$ cat config.mk
export PLATFORM = sky130hd
export DESIGN_NAME = io_bridge
export DESIGN_NICKNAME = d
export VERILOG_FILES = /design/src/rtl/io_bridge_pkg.sv /design/src/rtl/io_bridge_timer_unit.sv /design/src/rtl/io_bridge.sv
export SDC_FILE = /design/constraint.sdc
export NUM_CORES = 1
export LEC_CHECK = 0
export CORE_AREA = 2 2 109 111
export DETAILED_ROUTE_END_ITERATION = 6
export DIE_AREA = 0 0 111 113
export PLACE_DENSITY = 0.81
export SETUP_SLACK_MARGIN = 0.2
export SYNTH_ARGS = -nofsm -noshare
export SYNTH_HDL_FRONTEND = slang
export SYNTH_SLANG_ARGS = --single-unit
$ cat constraint.sdc
create_clock -name clk -period 4.11 [get_ports clk]
set_input_delay 1.0275 -clock clk [delete_from_list [all_inputs] [get_ports clk]]
set_output_delay 1.0275 -clock clk [all_outputs]
set_load 0.02 [all_outputs]
$ cat src/rtl/io_bridge_pkg.sv
// Shared constants for the io_bridge: the default address map, the timer
// register offsets, the CTRL bit layout, MODE codes and the timer FSM encoding.
package io_bridge_pkg;

  // Default address map: data memory below DM_LIMIT, 3-word timer block at TMR_BASE
  localparam logic [31:0] DM_LIMIT_DEF = 32'h0000_3000;
  localparam logic [31:0] TMR_BASE_DEF = 32'h0000_7F00;

  // Word index of each timer register (addr[3:2]); index 3 is unmapped
  localparam logic [1:0] REG_CTRL   = 2'd0;
  localparam logic [1:0] REG_PRESET = 2'd1;
  localparam logic [1:0] REG_COUNT  = 2'd2;
  localparam logic [1:0] REG_NONE   = 2'd3;

  // CTRL bit positions
  localparam int CTRL_EN      = 0;
  localparam int CTRL_MODE_LO = 1;
  localparam int CTRL_MODE_HI = 2;
  localparam int CTRL_IM      = 3;

  // MODE codes; 10 and 11 fall back to one-shot behaviour
  localparam logic [1:0] MODE_ONESHOT = 2'b00;
  localparam logic [1:0] MODE_RELOAD  = 2'b01;

  // Timer FSM encoding
  localparam logic [1:0] ST_IDLE = 2'd0;
  localparam logic [1:0] ST_LOAD = 2'd1;
  localparam logic [1:0] ST_CNT  = 2'd2;
  localparam logic [1:0] ST_INT  = 2'd3;

  // Implemented CTRL bits, laid out to match the bit positions above
  typedef struct packed {
    logic       im;
    logic [1:0] mode;
    logic       en;
  } ctrl_t;

  // Zero-extends the 4 implemented CTRL bits to a full read word
  function automatic logic [31:0] ctrl_word(input ctrl_t c);
    return {28'd0, c};
  endfunction

endpackage

$ cat src/rtl/io_bridge_timer_unit.sv
// Countdown timer: CTRL/PRESET/COUNT registers, the IDLE/LOAD/CNT/INT
// sequencer, the interrupt flag and the registered interrupt output.
module timer_unit
  import io_bridge_pkg::*;
(
  input  logic        clk,
  input  logic        reset,
  input  logic        ctrl_we,
  input  logic        preset_we,
  input  logic [31:0] wdata,
  output ctrl_t       ctrl,
  output logic [31:0] preset,
  output logic [31:0] count,
  output logic        irq
);

  logic [1:0]  state;
  logic [1:0]  state_nxt;
  logic [31:0] count_nxt;
  logic        irq_flag;
  logic        flag_nxt;
  logic        en_eff;
  logic        en_nxt;
  ctrl_t       ctrl_in;

  // A CPU write to CTRL takes effect on the same edge, so the sequencer
  // looks at the value EN is about to hold rather than the stored one.
  assign ctrl_in = ctrl_t'(wdata[3:0]);
  assign en_eff  = ctrl_we ? ctrl_in.en : ctrl.en;

  // Next-state, count and flag logic; a CPU CTRL write beats the hardware EN clear
  always_comb begin
    state_nxt = state;
    count_nxt = count;
    flag_nxt  = ctrl_we ? 1'b0 : irq_flag;
    en_nxt    = en_eff;
    case (state)
      ST_IDLE: begin
        if (en_eff) state_nxt = ST_LOAD;
      end
      ST_LOAD: begin
        count_nxt = preset;
        state_nxt = ST_CNT;
      end
      ST_CNT: begin
        if (!en_eff) begin
          state_nxt = ST_IDLE;
        end else if (count > 32'd1) begin
          count_nxt = count - 32'd1;
        end else begin
          count_nxt = 32'd0;
          flag_nxt  = 1'b1;
          state_nxt = ST_INT;
        end
      end
      ST_INT: begin
        if (ctrl.mode == MODE_RELOAD) begin
          flag_nxt  = 1'b0;
          state_nxt = en_eff ? ST_LOAD : ST_IDLE;
        end else begin
          if (!ctrl_we) en_nxt = 1'b0;
          state_nxt = ST_IDLE;
        end
      end
      default: state_nxt = ST_IDLE;
    endcase
  end

  // Register update; irq is the previous cycle's masked flag
  always_ff @(posedge clk or negedge reset) begin
    if (!reset) begin
      state    <= ST_IDLE;
      ctrl     <= '0;
      preset   <= 32'd0;
      count    <= 32'd0;
      irq_flag <= 1'b0;
      irq      <= 1'b0;
    end else begin
      state    <= state_nxt;
      count    <= count_nxt;
      irq_flag <= flag_nxt;
      ctrl.en  <= en_nxt;
      if (ctrl_we) begin
        ctrl.mode <= ctrl_in.mode;
        ctrl.im   <= ctrl_in.im;
      end
      if (preset_we) preset <= wdata;
      irq <= irq_flag & ctrl.im;
    end
  end

endmodule

$ cat src/rtl/io_bridge.sv
// Memory-side bridge for the single-cycle core: decodes the data address into
// the external data memory or the timer block and returns read data in the
// same cycle.
module io_bridge
  import io_bridge_pkg::*;
#(
  parameter logic [31:0] DM_LIMIT = DM_LIMIT_DEF,
  parameter logic [31:0] TMR_BASE = TMR_BASE_DEF
) (
  input  logic        clk,
  input  logic        reset,
  input  logic [31:0] addr,
  input  logic [31:0] wdata,
  input  logic        we,
  output logic [31:0] rdata,
  output logic [31:0] dm_addr,
  output logic [31:0] dm_wdata,
  output logic        dm_we,
  input  logic [31:0] dm_rdata,
  output logic        irq
);

  logic        dm_hit;
  logic        tmr_hit;
  ctrl_t       ctrl;
  logic [31:0] preset;
  logic [31:0] count;

  // Address decode; the low two address bits are ignored inside the timer block
  assign dm_hit  = addr < DM_LIMIT;
  assign tmr_hit = (addr[31:4] == TMR_BASE[31:4]) && (addr[3:2] != REG_NONE);

  assign dm_addr  = addr;
  assign dm_wdata = wdata;
  assign dm_we    = we & dm_hit;

  timer_unit u_timer (
    .clk       (clk),
    .reset     (reset),
    .ctrl_we   (we & tmr_hit & (addr[3:2] == REG_CTRL)),
    .preset_we (we & tmr_hit & (addr[3:2] == REG_PRESET)),
    .wdata     (wdata),
    .ctrl      (ctrl),
    .preset    (preset),
    .count     (count),
    .irq       (irq)
  );

  // Zero-latency read mux; unmapped addresses read as zero
  always_comb begin
    rdata = 32'd0;
    if (dm_hit) begin
      rdata = dm_rdata;
    end else if (tmr_hit) begin
      case (addr[3:2])
        REG_CTRL:   rdata = ctrl_word(ctrl);
        REG_PRESET: rdata = preset;
        REG_COUNT:  rdata = count;
        default:    rdata = 32'd0;
      endcase
    end
  end

endmodule
Word-level counts from Yosys, hierarchy flattened:

Cells that the tools add are included.
W data, S select, Z words.

* output and inout bits: 98
* word-level logic and storage cells: 54
* register bits after elaboration: 72

* add/sub/neg operators: 1
* $lt $le $gt $ge: 2
* multiplexer cells: 21
* eq/ne operators: 11
* reductions and logical operators: 6
* bitwise operators: 5

Operator list (count)
* $mux W32: 4
* $pmux W32 S3: 1
* $pmux W32 S2: 1
* $gt A32 B1 Y1 const B: 1
* $lt A32 B14 Y1 const B: 1
* $sub A32 B1 Y32 const B: 1
* $eq A28 B11 Y1 const B: 1
* $mux W1: 9
* $mux W2: 4
* $pmux W2 S4: 1
* $eq A2 B1 Y1 const B: 3
* $eq A2 B2 Y1 const B: 3
* $and A1 B1 Y1: 5
* $logic_not A2 Y1: 2
* $ne A2 B1 Y1 const B: 2
* $reduce_and A2 Y1: 2
* $ne A3 B3 Y1 const B: 1
* $ne A2 B2 Y1 const B: 1
* $pmux W1 S2: 1
* $reduce_bool A2 Y1: 1
* $logic_and A1 B1 Y1: 1

Longest topological paths before layout:

* depth in word-level cells: 8
* depth in mapped cells: 9

Cells and area by module:

Synthesis repeated with hierarchy kept, for this count alone.

* cell total of the unflattened synthesis: 558
* area, all modules: 5211.2 sq um

By module, submodules not included
* timer_unit: instances 1, area an instance 3677.3 sq um, seq. area each 1801.7 sq um, cells an instance 352
* io_bridge: instances 1, area an instance 1534.0 sq um, seq. area each 0.0 sq um, cells an instance 206

Least setup slack after synthesis:

OpenSTA, ideal clock, no wires.

* kind: in2out
* start point: input addr[30]
* end point: output rdata[10]
* slack: 307 ps
* stages: 6
* data arrival time: 2776 ps
* path through: nor4_1 -> nand4_1 -> nor4b_1 -> clkbuf_1 -> nand2_1 -> o21ai_0

* word-level cells in the longest chain between the ends: 4
* elaborated cells on any way between the ends: 5
* those cells by class: order compare: 1; eq/ne: 1; mux: 2; reduce/logical: 1

RTL lines
* from (decl): RTL line io_bridge.sv:12 `input logic [31:0] addr,`
* parallel branches: the longest is 3 deep, another holds $lt A32 B14 Y1
* $mux W32 *: RTL line io_bridge.sv:52 `if (dm_hit) begin`
* to (decl): RTL line io_bridge.sv:15 `output logic [31:0] rdata,`

Mark *: on every way between the ends.

Worst setup path after layout:

* start point: input addr[28]
* end point: output rdata[7]

The elaborated chain is that of the path after synthesis.

==> impl_metrics.env <==
export IMPL_antenna_left=0
export IMPL_die_h_um=113
export IMPL_vias=5172
export IMPL_yosysTopAreaCell="dfrtp_1"
export IMPL_grt_antenna_before_repair=0
export IMPL_cp_start_kind="primary input"
export IMPL_async_reset_ff_share_pct=100
export IMPL_yosysUniqueCellTypes=55
export IMPL_io_buffers=192
export IMPL_fin_ws_ps=194
export IMPL_holdPathEnd="u_timer.irq"
export IMPL_final_util_pct=63.5
export IMPL_drt_total_wl_um=16600
export IMPL_end_kind="primary output"
export IMPL_antenna_cells=0
export IMPL_place_inst=844
export IMPL_p_clk_share_pct=49.0
export IMPL_grt_overflow_total=0
export IMPL_maxCapViolations=0
export IMPL_netSwitchingFraction_pct=22.3
export IMPL_synth_seq_area_share_pct=35.9
export IMPL_p_switching_mw=0.423
export IMPL_hold_violations=0
export IMPL_synth_seq_cells=72
export IMPL_place_ws_ps=-487
export IMPL_ys_warn_count=0
export IMPL_drtPass1Iterations=6
export IMPL_numCtsBuffers=9
export IMPL_max_slew_margin_pct=33.5
export IMPL_synth_edff_count=0
export IMPL_min_period_ps=3920
export IMPL_avgRoutedWirePerCell_um=19.0
export IMPL_tightestPinTransition_ps=989
export IMPL_cp_max_fo=10
export IMPL_syn_nets=685
export IMPL_setup_tns_ps=0
export IMPL_via_per_inst=5.92
export IMPL_grtUsageTotal_pct=26.3
export IMPL_num_fill_cells=898
export IMPL_hp_start="u_timer.irq_flag"
export IMPL_first_global_vias=5144
export IMPL_io_pin_count=197
export IMPL_final_cells=874
export IMPL_crit_type="primary input to primary output"
export IMPL_clock_sinks=72
export IMPL_area_growth_pct=42.7
export IMPL_synth_ff_type="dfrtp_1"
export IMPL_rsz0062_at_grt="true"
export IMPL_rows=39
export IMPL_grt_max_degree=73
export IMPL_holdPathStages=1
export IMPL_skew_ps=7.10
export IMPL_initial_core_util_pct=44.5
export IMPL_p_leak_nw=3.03
export IMPL_die_area_mm2=0.0125
export IMPL_place_hpwl_um=11100
export IMPL_syn_area_mm2=0.00501
export IMPL_synth_most_common_cell="dfrtp_1"
export IMPL_path_clk_slew_ps=60
export IMPL_grt_pass1_wl_um=26800
export IMPL_clock_path_buffers=2
export IMPL_drive_gt1_share_pct=21.5
export IMPL_finalSetupViolCount=0
export IMPL_r2r_cells=6
export IMPL_routabilityCongestion=0.863
export IMPL_max_freq_mhz=255
export IMPL_ctsRootBufferMaster="clkbuf_16"
export IMPL_synthCells=584
export IMPL_synth_common_cells="dfrtp_1, nand2_1, buf_4"
export IMPL_rr_startpoint="u_timer.count[6]"
export IMPL_ctsHtreeMaxLevel=3
export IMPL_seqPwrFrac_pct=37.3
export IMPL_synth_area_leaders="dfrtp_1, buf_4, o21ai_0, mux2_2, a22oi_1"
export IMPL_num_nets_final=827
export IMPL_p_comb_share_pct=13.7
export IMPL_coreArea_mm2=0.0113
export IMPL_peakVddDrop_uv=205
export IMPL_min_path_type="flop to flop"
export IMPL_clock_latency_ps=340
export IMPL_hold_buffers=0
export IMPL_r2r_setup_slack_ps=1160
export IMPL_final_period_utilization_pct=95.3
export IMPL_seq_area_mm2=0.00180
export IMPL_chipWidth_um=111
export IMPL_critPathRequiredTime_ps=3080
export IMPL_synth_avg_cell_area_um2=8.59
export IMPL_p_int_mw=1.48
export IMPL_status="finished, final reports clean"
export IMPL_power_density_mw_per_mm2=266
export IMPL_cts_tree="done"
export IMPL_synth_top_area_share_pct=35.9
export IMPL_arrival_ps=2890
export IMPL_drtIter0Drc=369
export IMPL_finalMaxSlewViolations=0
export IMPL_multiInputGateArea_mm2=0.00263
export IMPL_reg2reg_to="u_timer.count[11]"
export IMPL_drc_errors=0
-- layout make-up --
cell class / count / area share, %
Multi-Input combinational cell: 397 / 36.8
Timing Repair Buffer: 237 / 30.1
Sequential cell: 72 / 25.2
Clock buffer: 11 / 3.53
Tap cell: 143 / 2.50
Clock inverter: 5 / 1.43
Inverter: 9 / 0.472
-- worst max-delay path by stage --
stage                 to  startpoint  slack, ps  depth (start not counted)
5_1_grt        rdata[12]    addr[28]        160                          8
6_report        rdata[7]    addr[28]        190                          8
2_1_floorplan  rdata[10]    addr[30]        310                          6
4_1_cts         rdata[2]    addr[28]        200                          8
3_5_place_dp   rdata[18]    addr[26]       -490                          8
3_3_place_gp   rdata[11]    addr[30]       -400                          8
-- logic make-up (layout without fill, tap and decap cells) --
kind of cell               count (synthesis)  count (layout)  share of synthesized area [%]
muxes                                     38              38                           8.38
AOI/OAI and AO/OA                        170             170                           22.1
DFF                                       72              72                           35.9
buffers and inverters                    115             262                           14.0
adders and majority gates                  2               2                          0.499
and+or+nand+nor                          187             187                           19.2
-- through the flow --
| step | power [mW] | instance area (µm²) | hold WS (ps) |
|---|---|---|---|
| floorplan | 0.830 | 5010 | 452 |
| global placement | 0.980 | 6710 | 469 |
| detailed placement | 0.983 | 6710 | 473 |
| CTS | 1.90 | 7100 | 486 |
| global route | 1.95 | 7150 | 512 |
| finish | 1.90 | 7150 | 496 |
-- what timing repair did --
| item | 4_1_cts | 5_1_grt |
|---|---|---|
| endpoints found under the hold margin | 0 | 0 |
| pin swaps | 7 | 7 |
| buffers inserted | 7 | 2 |
| gates cloned | 5 | 0 |
| gates resized for setup | 221 | 44 |
| setup endpoints to repair | 33 | 33 |
-- state kept, by name, indices dropped and copies added (netlist names) --
name and flops:
u_timer.preset 32, u_timer.ctrl 4, u_timer.state 2, u_timer.irq_flag 1, u_timer.count 32, u_timer.irq 1
-- cell usage in the layout (no fill, tap or decap), drive strengths merged, types with 8 or more instances in the layout --
cell type      synthesis  final
dfrtp                 72     72
nor4                  20     20
o21ai                 64     64
inv                    8      8
nand2                 70     70
mux2                  32     32
buf                   71     84
clkdlybuf4s50          0    142
o2bb2ai               15     15
nor3                  21     21
clkbuf                35     17
a21oi                 20     20
a22o                   9      9
a22oi                 37     37
nor2                  28     28
-- power groups by stage --
stage	clock, mW	sequential [mW]	combinational [mW]
3_3_place_gp	0	0.722	0.258
5_1_grt	0.967	0.709	0.276
4_1_cts	0.933	0.709	0.261
6_report	0.932	0.709	0.261
2_1_floorplan	0	0.722	0.108
3_5_place_dp	0	0.722	0.261
-- worst max-delay path, stage by stage --
cell,delay (ps)
clkdlybuf4s50_1,440
or3_1,340
nor4_2,220
nand4_1,130
buf_4,170
buf_2,200
o21ai_0,180
buf_4,170
-- per-layer routing --
layer	global-route usage [%]	share of wire [%]	vias to the layer above
met5	0	0	-
met4	8.67	1.5	0
met3	5.09	7.2	28
met2	45.6	50	276
met1	33.2	41	2496
li1	-	-	2372
No activity file was read; power rests on OpenSTA's default activity.
